`src/rtl/pic_pkg.sv`:
```
// Shared types and helpers for the 8259-style interrupt sequencer.
package pic_pkg;

    typedef enum logic [2:0] {IDLE, PEND, ACK1, GAP, ACK2} state_t;

    typedef logic [2:0] level_t;

    localparam int unsigned SPURIOUS_DEFAULT = 7;

    // Vector byte presented on the second acknowledge: T7..T3 from ICW2, level below.
    function automatic logic [7:0] vec_byte(input logic [4:0] base, input level_t lvl);
        return {base, lvl};
    endfunction

    // Distance from the current highest-priority slot; 0 is the most urgent.
    function automatic level_t prio_rank(input level_t lvl, input level_t lowest_prio);
        return level_t'(lvl - lowest_prio - 3'd1);
    endfunction

endpackage

```
`src/rtl/pic_priority_resolver.sv`:
```
// Circular priority encoder: finds the most urgent set bit of req given the
// current lowest-priority level.
module pic_priority_resolver
    import pic_pkg::*;
(
    input  logic [7:0] req,
    input  level_t     lowest_prio,
    output logic       found,
    output level_t     level
);

    logic [7:0] rot;
    level_t     first;

    // rot[0] holds the highest-priority slot, rot[7] the lowest.
    always_comb begin
        rot = '0;
        for (int i = 0; i < 8; i++) begin
            rot[i] = req[level_t'(lowest_prio + level_t'(i + 1))];
        end
    end

    always_comb begin
        first = '0;
        for (int i = 7; i >= 0; i--) begin
            if (rot[i]) begin
                first = level_t'(i);
            end
        end
    end

    assign found = |rot;
    assign level = level_t'(first + lowest_prio + 3'd1);

endmodule

```
`src/rtl/pic_irq_sequencer.sv`:
```
// 8259 interrupt control core: IRR capture, mask/priority resolution against ISR,
// INT/INTA handshake sequencing, vector output and EOI/rotation handling.
module pic_irq_sequencer
    import pic_pkg::*;
#(
    parameter int unsigned SYNC_STAGES    = 2,
    parameter int unsigned SPURIOUS_LEVEL = SPURIOUS_DEFAULT
) (
    input  logic       clk,
    input  logic       rst_n,
    input  logic [7:0] ir_in,
    input  logic       inta_n,
    input  logic       cfg_init,
    input  logic       cfg_ltim,
    input  logic       cfg_aeoi,
    input  logic [4:0] cfg_vec_base,
    input  logic [7:0] imr,
    input  logic       eoi_valid,
    input  logic       eoi_specific,
    input  logic [2:0] eoi_level,
    input  logic       eoi_rotate,
    output logic       int_out,
    output logic [7:0] vec_data,
    output logic       vec_oe,
    output logic [7:0] irr,
    output logic [7:0] isr
);

    state_t                 state, state_next;
    logic [SYNC_STAGES-1:0] inta_sync;
    logic                   inta_d;
    logic                   inta_fall, inta_rise;
    logic [7:0]             ir_prev;
    level_t                 lowest_prio, lowest_prio_next;
    level_t                 ack_level, ack_level_next;
    logic                   spurious, spurious_next;
    logic [7:0]             ack_set, aeoi_clr, eoi_clr;
    logic [7:0]             irr_next, isr_next;
    logic                   req_found, isr_found, req_valid;
    level_t                 req_lvl, isr_lvl, eoi_lvl;

    // inta_n is asynchronous to clk; idle level is high.
    always_ff @(posedge clk or negedge rst_n) begin
        if (!rst_n) begin
            inta_sync <= '1;
            inta_d    <= 1'b1;
        end else begin
            inta_sync <= {inta_sync[SYNC_STAGES-2:0], inta_n};
            inta_d    <= inta_sync[SYNC_STAGES-1];
        end
    end

    assign inta_fall = inta_d & ~inta_sync[SYNC_STAGES-1];
    assign inta_rise = ~inta_d & inta_sync[SYNC_STAGES-1];

    pic_priority_resolver u_req_res (
        .req         (irr & ~imr),
        .lowest_prio (lowest_prio),
        .found       (req_found),
        .level       (req_lvl)
    );

    pic_priority_resolver u_isr_res (
        .req         (isr),
        .lowest_prio (lowest_prio),
        .found       (isr_found),
        .level       (isr_lvl)
    );

    // Fully nested: a request counts only if it outranks everything in service.
    assign req_valid = req_found &
                       (~isr_found | (prio_rank(req_lvl, lowest_prio) < prio_rank(isr_lvl, lowest_prio)));

    always_comb begin
        state_next     = state;
        ack_level_next = ack_level;
        spurious_next  = spurious;
        ack_set        = '0;
        aeoi_clr       = '0;
        case (state)
            IDLE: if (req_valid) state_next = PEND;
            PEND: begin
                if (inta_fall) begin
                    state_next     = ACK1;
                    ack_level_next = req_valid ? req_lvl : level_t'(SPURIOUS_LEVEL);
                    spurious_next  = ~req_valid;
                    if (req_valid) ack_set = 8'(1) << req_lvl;
                end else if (!req_valid) begin
                    state_next = IDLE;
                end
            end
            ACK1: if (inta_rise) state_next = GAP;
            GAP:  if (inta_fall) state_next = ACK2;
            ACK2: begin
                if (inta_rise) begin
                    state_next = IDLE;
                    if (cfg_aeoi && !spurious) aeoi_clr = 8'(1) << ack_level;
                end
            end
            default: state_next = IDLE;
        endcase
    end

    // EOI: an empty ISR suppresses both the clear and the rotation.
    always_comb begin
        eoi_clr          = '0;
        eoi_lvl          = eoi_specific ? level_t'(eoi_level) : isr_lvl;
        lowest_prio_next = lowest_prio;
        if (eoi_valid && (isr != '0)) begin
            eoi_clr = 8'(1) << eoi_lvl;
            if (eoi_rotate) lowest_prio_next = eoi_lvl;
        end
    end

    always_comb begin
        if (cfg_ltim) irr_next = ir_in & ~ack_set;
        else          irr_next = (irr | (ir_in & ~ir_prev)) & ir_in & ~ack_set;
        isr_next = (isr & ~eoi_clr & ~aeoi_clr) | ack_set;
    end

    always_ff @(posedge clk or negedge rst_n) begin
        if (!rst_n) begin
            state       <= IDLE;
            irr         <= '0;
            isr         <= '0;
            ir_prev     <= '0;
            lowest_prio <= 3'd7;
            ack_level   <= '0;
            spurious    <= 1'b0;
            int_out     <= 1'b0;
            vec_oe      <= 1'b0;
            vec_data    <= '0;
        end else if (cfg_init) begin
            state       <= IDLE;
            irr         <= '0;
            isr         <= '0;
            ir_prev     <= '0;
            lowest_prio <= 3'd7;
            ack_level   <= '0;
            spurious    <= 1'b0;
            int_out     <= 1'b0;
            vec_oe      <= 1'b0;
            vec_data    <= '0;
        end else begin
            state       <= state_next;
            irr         <= irr_next;
            isr         <= isr_next;
            ir_prev     <= ir_in;
            lowest_prio <= lowest_prio_next;
            ack_level   <= ack_level_next;
            spurious    <= spurious_next;
            int_out     <= (state_next == PEND);
            vec_oe      <= (state_next == ACK2);
            vec_data    <= (state_next == ACK2) ? vec_byte(cfg_vec_base, ack_level_next) : '0;
        end
    end

endmodule

```
`config.mk`:
```
export PLATFORM = sky130hd
export DESIGN_NAME = pic_irq_sequencer
export DESIGN_NICKNAME = d
export VERILOG_FILES = /design/src/rtl/pic_pkg.sv /design/src/rtl/pic_priority_resolver.sv /design/src/rtl/pic_irq_sequencer.sv
export SDC_FILE = /design/constraint.sdc
export NUM_CORES = 1
export LEC_CHECK = 0
export CAP_MARGIN = 20
export CORE_MARGIN = 2
export CORE_UTILIZATION = 49
export CTS_CLUSTER_SIZE = 10
export DETAILED_ROUTE_END_ITERATION = 8
export PLACE_DENSITY = 0.74
export SETUP_SLACK_MARGIN = 0.3
export SYNTH_ARGS = -nofsm -noshare
export SYNTH_HDL_FRONTEND = slang
export SYNTH_HIERARCHICAL = 1
export SYNTH_SLANG_ARGS = --single-unit
```
`constraint.sdc`:
```
create_clock -name clk -period 4.9 [get_ports clk]
set_clock_uncertainty 0.1 [all_clocks]
set_input_delay 0.735 -clock clk [delete_from_list [all_inputs] [get_ports clk]]
set_output_delay 0.735 -clock clk [all_outputs]
set_load 0.05 [all_outputs]
```
-- Yosys cells after proc, flatten, opt, wreduce, memory -nomap -nowiden
Cells that the tools add are included.
Widths: inputs -> output; s select.
- logic and storage cells: 162
- output and inout bits: 26
- register bits: 47
- $add $sub $neg: 15
- $lt $le $gt $ge: 9
- shifts and indexed selects: 3
- equality and inequality tests: 6
- reductions and logical operators: 13
- bitwise logic cells: 22
- mux-type cells: 82
- operator list (kind ; number):
    $mux 8 ; 13
    $mux 3 ; 31
    $and 8x8->8 ; 7
    $bmux 1 s3 ; 16
    $not 8->8 ; 5
    $lt 3x4->1 const B ; 8
    $shl 1x3->8 const A ; 3
    $mux 1 ; 21
    $or 8x8->8 ; 2
    $reduce_or 8->1 ; 2
    $pmux 3 s5 ; 1
    $add 3x3->3 const B ; 4
    $add 3x1->3 const B ; 3
    $reduce_bool 2->1 ; 4
    $reduce_bool 8->1 ; 1
    $add 3x2->3 const B ; 2
    $add 3x3->3 ; 2
    $eq 3x1->1 const B ; 2
    $eq 3x2->1 const B ; 2
    $eq 3x3->1 const B ; 2
    $sub 3x1->3 const B ; 2
    $sub 3x3->3 ; 2
    $not 1->1 ; 4
    $reduce_and 2->1 ; 2
    6 further kinds ; 9

-- Longest topological paths before layout
- word-level depth: 26
- depth in mapped cells: 22
- depth with buffers taken out: 19

-- By module
Netlist, hierarchy kept.
- by module, submodules not included (module ; instances ; cells an instance ; area each (um^2)):
    pic_irq_sequencer ; 1 ; 222 ; 2353.5
    pic_priority_resolver ; 2 ; 68 ; 674.4

-- Least setup slack after synthesis
Ideal clock, no wire load.
- path kind: reg2reg
- start: register lowest_prio[1]
- end: register irr[4]
- data required time: 4.659 ns
- stages on the path, launching flop included: 21
- period minus slack after synthesis: 5.427 ns
- arrival time: 5.185 ns
- setup time: 0.141 ns
- setup slack: -0.527 ns
- cell sequence: dfstp_2 > buf_2 > inv_1 > ha_1 > clkbuf_1 > mux4_2 > or2_1 > mux4_2 > nand2b_1 > a21boi_1 > fa_1 > inv_1 > fa_1 > xnor2_1 > xnor2_1 > ha_1 > o21a_1 > nor2_1 > o21a_1 > buf_2 > a31oi_1
- longest elaborated chain between the ends: 24
- ends and longest elaborated chain (item ; line ; text):
    start, declared ; pic_irq_sequencer.sv:34 ; level_t lowest_prio, lowest_prio_next;
    start signal, assigned ; pic_irq_sequencer.sv:149 ; lowest_prio <= lowest_prio_next;
    $add 3x3->3 / $bmux 1 s3 (equally long branches) ; pic_priority_resolver.sv:19 ; rot[i] = req[level_t'(lowest_prio + level_t'(i + 1))];
    $bmux 1 s3 / $mux 1 (equally long branches) ; pic_priority_resolver.sv:19 ;
    $mux 1 (implied by the code) / $mux 3 (equally long branches) ; pic_priority_resolver.sv:19, pic_priority_resolver.sv:26 ;
    $mux 3 (7 in series) ; pic_priority_resolver.sv:26 ; if (rot[i]) begin
    $add 3x3->3 * ; pic_priority_resolver.sv:33 ; assign level = level_t'(first + lowest_prio + 3'd1);
    $add 3x1->3 * ; pic_priority_resolver.sv:33 ;
    via req_lvl[1] ; pic_irq_sequencer.sv:40 ; level_t req_lvl, isr_lvl, eoi_lvl;
    $sub 3x3->3 ; pic_pkg.sv:17 ; return level_t'(lvl - lowest_prio - 3'd1);
    [... 3 more ...] ; - ;
    $and 1x1->1 ; pic_irq_sequencer.sv:71 ; assign req_valid = req_found &
    $mux 8 * ; pic_irq_sequencer.sv:87 ; if (req_valid) ack_set = 8'(1) << req_lvl;
    $mux 8 * ; pic_irq_sequencer.sv:83 ; if (inta_fall) begin
    $mux 8 * ; pic_irq_sequencer.sv:80 ; case (state)
    $not 8->8 * ; pic_irq_sequencer.sv:116, pic_irq_sequencer.sv:117 ;
    $and 8x8->8, on equally long branches ; pic_irq_sequencer.sv:117, pic_irq_sequencer.sv:116 ;
    $mux 8 * ; pic_irq_sequencer.sv:116 ; if (cfg_ltim) irr_next = ir_in & ~ack_set;
    $mux 8 * ; pic_irq_sequencer.sv:133 ; end else if (cfg_init) begin
    end signal, assigned ; pic_irq_sequencer.sv:146 ; irr <= irr_next;
    end, declared ; pic_irq_sequencer.sv:25 ; output logic [7:0] irr,
Mark *: on every way through the listed nets, which the timed path passes. The rest lies on a longest branch. The select of a mux whose other input is x is not followed.
A chain may end at the register's enable or synchronous reset.

-- Worst setup path after layout
- start: register lowest_prio[1]
- end: register isr[4]
- longest elaborated chain between the ends: 22
- ends and longest elaborated chain (item ; line ; text):
    $add 3x3->3 / $bmux 1 s3 (equally long branches) ; pic_priority_resolver.sv:19 ;
    $bmux 1 s3 / $mux 1 (equally long branches) ; pic_priority_resolver.sv:19 ;
    $mux 1 (implied by the code) / $mux 3 (equally long branches) ; pic_priority_resolver.sv:19, pic_priority_resolver.sv:26 ;
    $mux 3 (7 in series) ; pic_priority_resolver.sv:26 ;
    $add 3x3->3 * ; pic_priority_resolver.sv:33 ;
    $add 3x1->3 * ; pic_priority_resolver.sv:33 ;
    via req_lvl[1] ; pic_irq_sequencer.sv:40 ;
    $sub 3x3->3 ; pic_pkg.sv:17 ;
    $sub 3x1->3 ; pic_pkg.sv:17 ;
    $lt 3x3->1 ; pic_irq_sequencer.sv:72 ; (~isr_found | (prio_rank(req_lvl, lowest_prio) < prio_rank(isr_lvl, lowest_prio)));
    $or 1x1->1 ; pic_irq_sequencer.sv:72 ;
    $and 1x1->1 ; pic_irq_sequencer.sv:71 ;
    $mux 8 * ; pic_irq_sequencer.sv:87 ;
    $mux 8 * ; pic_irq_sequencer.sv:83 ;
    $mux 8 * ; pic_irq_sequencer.sv:80 ;
    $or 8x8->8 * ; pic_irq_sequencer.sv:118 ; isr_next = (isr & ~eoi_clr & ~aeoi_clr) | ack_set;
    $mux 8 * ; pic_irq_sequencer.sv:133 ;
    end signal, assigned ; pic_irq_sequencer.sv:147 ; isr <= isr_next;
    end, declared ; pic_irq_sequencer.sv:26 ; output logic [7:0] isr
Marks and branches as above.

==> flow_metrics.env <==
export IMPL_track_usage_pct=23.6
export IMPL_fmax_mhz=201
export IMPL_pre_cts_slack_ns=-0.379
export IMPL_viasPerCell=5.79
export IMPL_holdWs_ns=0.162
export IMPL_tns_ns=-0.708
export IMPL_synth_edff_count=0
export IMPL_synth_top_cells_by_area="dfrtp_1, mux4_2, nor2b_1"
export IMPL_final_area_mm2=0.00508
export IMPL_required_ns=5.00
export IMPL_final_cell_mix="clkdlybuf4s50_1, dfrtp_1, buf_4"
export IMPL_final_common_cell="clkdlybuf4s50_1"
export IMPL_grt_antenna_before_repair=0
export IMPL_tightest_slew_ns=0.580
export IMPL_synth_fp_nets=405
export IMPL_cap_violations=0
export IMPL_max_slew_margin_pct=61.3
export IMPL_cpMaxStageDelayCell="dfstp_2"
export IMPL_finalCritPeriodShare_pct=101
export IMPL_dp_cells=535
export IMPL_internal_power_mw=0.731
export IMPL_htreeDepth=2
export IMPL_fillers=559
export IMPL_wl_um=9680
export IMPL_ant_nets=0
export IMPL_start_util_pct=50.8
export IMPL_regArea_mm2=0.00118
export IMPL_async_flop_share_pct=100
export IMPL_drive_gt1_share_pct=34.5
export IMPL_crit_fanout=13
export IMPL_cts_buffer_depth=2
export IMPL_instances_no_fill=557
export IMPL_finalNetCount=504
export IMPL_yosys_warnings=6
export IMPL_yosysSeqAreaShare_pct=32.0
export IMPL_power_density_mw_per_mm2=224
export IMPL_post_synth_top_area_cell="dfrtp_1"
export IMPL_cts_root_buf="clkbuf_8"
export IMPL_path_class="flop to flop"
export IMPL_start_kind="flop"
export IMPL_crit_path_end_kind="flop"
export IMPL_grt_pass1_wl_um=15800
export IMPL_peakVddDrop_mv=0.231
export IMPL_wl_per_cell_um=17.4
export IMPL_comb_power_share_pct=42.4
export IMPL_rsz0062_at_grt="true"
export IMPL_synthCells=358
export IMPL_setup_viol=19
export IMPL_dieWidth_um=90.9
export IMPL_violations="setup timing"
export IMPL_route_detailed_drc=0
export IMPL_clk_latency_ns=0.30
export IMPL_firstDrtPassIters=4
export IMPL_cts_buffers=5
export IMPL_place_area_mm2=0.00464
export IMPL_row_count=31
export IMPL_hold_viol_final=0
export IMPL_die_h_um=90.9
export IMPL_path_clk_slew_ns=0.09
export IMPL_slew_violations=0
export IMPL_crit_chain="buf_4 > buf_6 > mux4_2 > or2_1 > mux4_2 > nand2b_1 > a21boi_2 > fa_2 > inv_2 > fa_2 > xnor2_2 > xnor2_1 > ha_2 > o21a_1 > nor2_4 > buf_4 > o21ai_4 > o41ai_2"
export IMPL_critPathArrivalTime_ns=5.06
export IMPL_timing_final_ws_setup_ns=-0.0642
export IMPL_p_clk_share_pct=20.0
export IMPL_cp_slowest_stage_delay_ns=0.62
export IMPL_dp_hpwl_um=7040
export IMPL_ys_types=54
export IMPL_post_route_util_pct=69.7
export IMPL_min_period_ns=4.96
export IMPL_outcome="complete, but fails checks"
export IMPL_cts_sinks=47
export IMPL_grt_max_degree=48
export IMPL_diodes=0
export IMPL_synth_area_mm2=0.00370
export IMPL_synth_ff_type="dfrtp_1"
export IMPL_area_growth_pct=37.2
export IMPL_cellLeakagePower_nw=2.07
export IMPL_power_mw=1.14
export IMPL_drt_iter0_drc=79
export IMPL_synth_seq_cells=47
export IMPL_cts_tree="built"
export IMPL_avgSynthCellArea_um2=10.3
export IMPL_p_sw_share_pct=35.9
export IMPL_num_vias=3225
export IMPL_seq_power_share_pct=37.6
export IMPL_multi_input_area_mm2=0.00262
export IMPL_min_path_type="primary input to asynchronous set/reset pin"
export IMPL_synth_top_area_share_pct=27.7
export IMPL_grt_ovfl_total=0
export IMPL_io_buffers=58
export IMPL_switching_power_mw=0.409
export IMPL_grt_pass1_vias=3259
export IMPL_pin_count=59
export IMPL_coreArea_mm2=0.00729
export IMPL_place_congestion=0.848
export IMPL_dieArea_mm2=0.00827
[flip-flops by register name, summed over array words and instances (netlist names), 2 cells and up]
signal and cells:
ack_level 3, lowest_prio 3, irr 8, isr 8, vec_data 8, ir_prev 8
state 3, inta_sync 2
[synthesized netlist by cell type, drive strengths merged (3+ instances only)]
library cell and count:
o211ai 7, nor2 33, mux2 5, nand3b 4
a211oi 7, o21ai 11, fa 4, buf 5
and2 7, nor3 9, xnor2 5, dfrtp 41
dfstp 6, inv 24, nand2 17, nand2b 12
ha 10, xor2 10, or2 8, clkbuf 9
mux4 24, o221ai 7, mux2i 15, a31oi 6
a21oi 6, nand3 8, nor2b 30, o31ai 3
a21boi 4, o41ai 4
[metal layers]
| metal | wire length, µm | vias up | global-route usage, % |
|---|---|---|---|
| li1 | - | 1497 | - |
| met1 | 4210 | 1635 | 31.7 |
| met2 | 4990 | 75 | 39.1 |
| met3 | 326 | 18 | 3.17 |
| met4 | 151 | 0 | 8.46 |
| met5 | 0 | - | 0 |
[power groups by stage]
stage / clock, mW / combinational [mW] / sequential, mW
5_1_grt: 0.250 / 0.521 / 0.431
4_1_cts: 0.235 / 0.440 / 0.428
2_1_floorplan: 0 / 0.237 / 0.457
3_3_place_gp: 0 / 0.394 / 0.435
6_report: 0.228 / 0.483 / 0.429
3_5_place_dp: 0 / 0.403 / 0.435
[cell type report]
class	instances	area share (%)
inverter	24	1.87
tap	99	2.44
timing repair buffer	106	19.1
multi-input combinational	273	51.6
sequential	47	23.3
clock inverter	2	0.246
clock buffer	6	1.43
[cell families after synthesis]
family	after synthesis	share of synthesized area, %
buffers and inverters	38	4.36
AND/OR/NAND/NOR	134	20.2
multiplexers	44	20.4
adder cells (fa/ha/maj)	14	5.54
flip-flops	47	32.0
AO/OA/AOI/OAI	66	14.0
XOR/XNOR	15	3.55
[path summary, 6_finish.rpt]
check / startpoint / end / slack [ns] / cells after the start
min in group clk: inta_sync[0]$_DFF_PN1_ / inta_sync[1]$_DFF_PN1_ / 0.26 / 0
hold reg to reg: inta_sync[0]$_DFF_PN1_ / inta_sync[1]$_DFF_PN1_ / 0.26 / 0
hold / removal: rst_n / irr[2]$_DFF_PN0_ / 0.16 / 1
setup reg to reg: lowest_prio[1]$_DFFE_PN1P_ / isr[4]$_DFF_PN0_ / -0.06 / 18
max in group asynchronous: rst_n / lowest_prio[0]$_DFFE_PN1P_ / 4.01 / 2
setup / recovery: lowest_prio[1]$_DFFE_PN1P_ / isr[4]$_DFF_PN0_ / -0.06 / 18
[worst max-delay path: cells and delay by family, from the launching register on]
family                     cells  cell delay, ns
AOI/OAI and AO/OA              4            0.64
buffers and inverters          4            0.49
muxes                          2            1.05
DFF                            1            0.62
adders and majority gates      3            1.20
xor gates and xnor gates       2            0.32
and+or+nand+nor                3            0.45
[repair_timing]
item                                    in CTS  in global routing
hold buffers                                 0                  0
pin swaps                                   30                 20
endpoints found under the setup margin      22                 22
setup buffers                               11                  2
gates resized for setup                     35                 22
No activity file was read; power rests on OpenSTA's default activity.
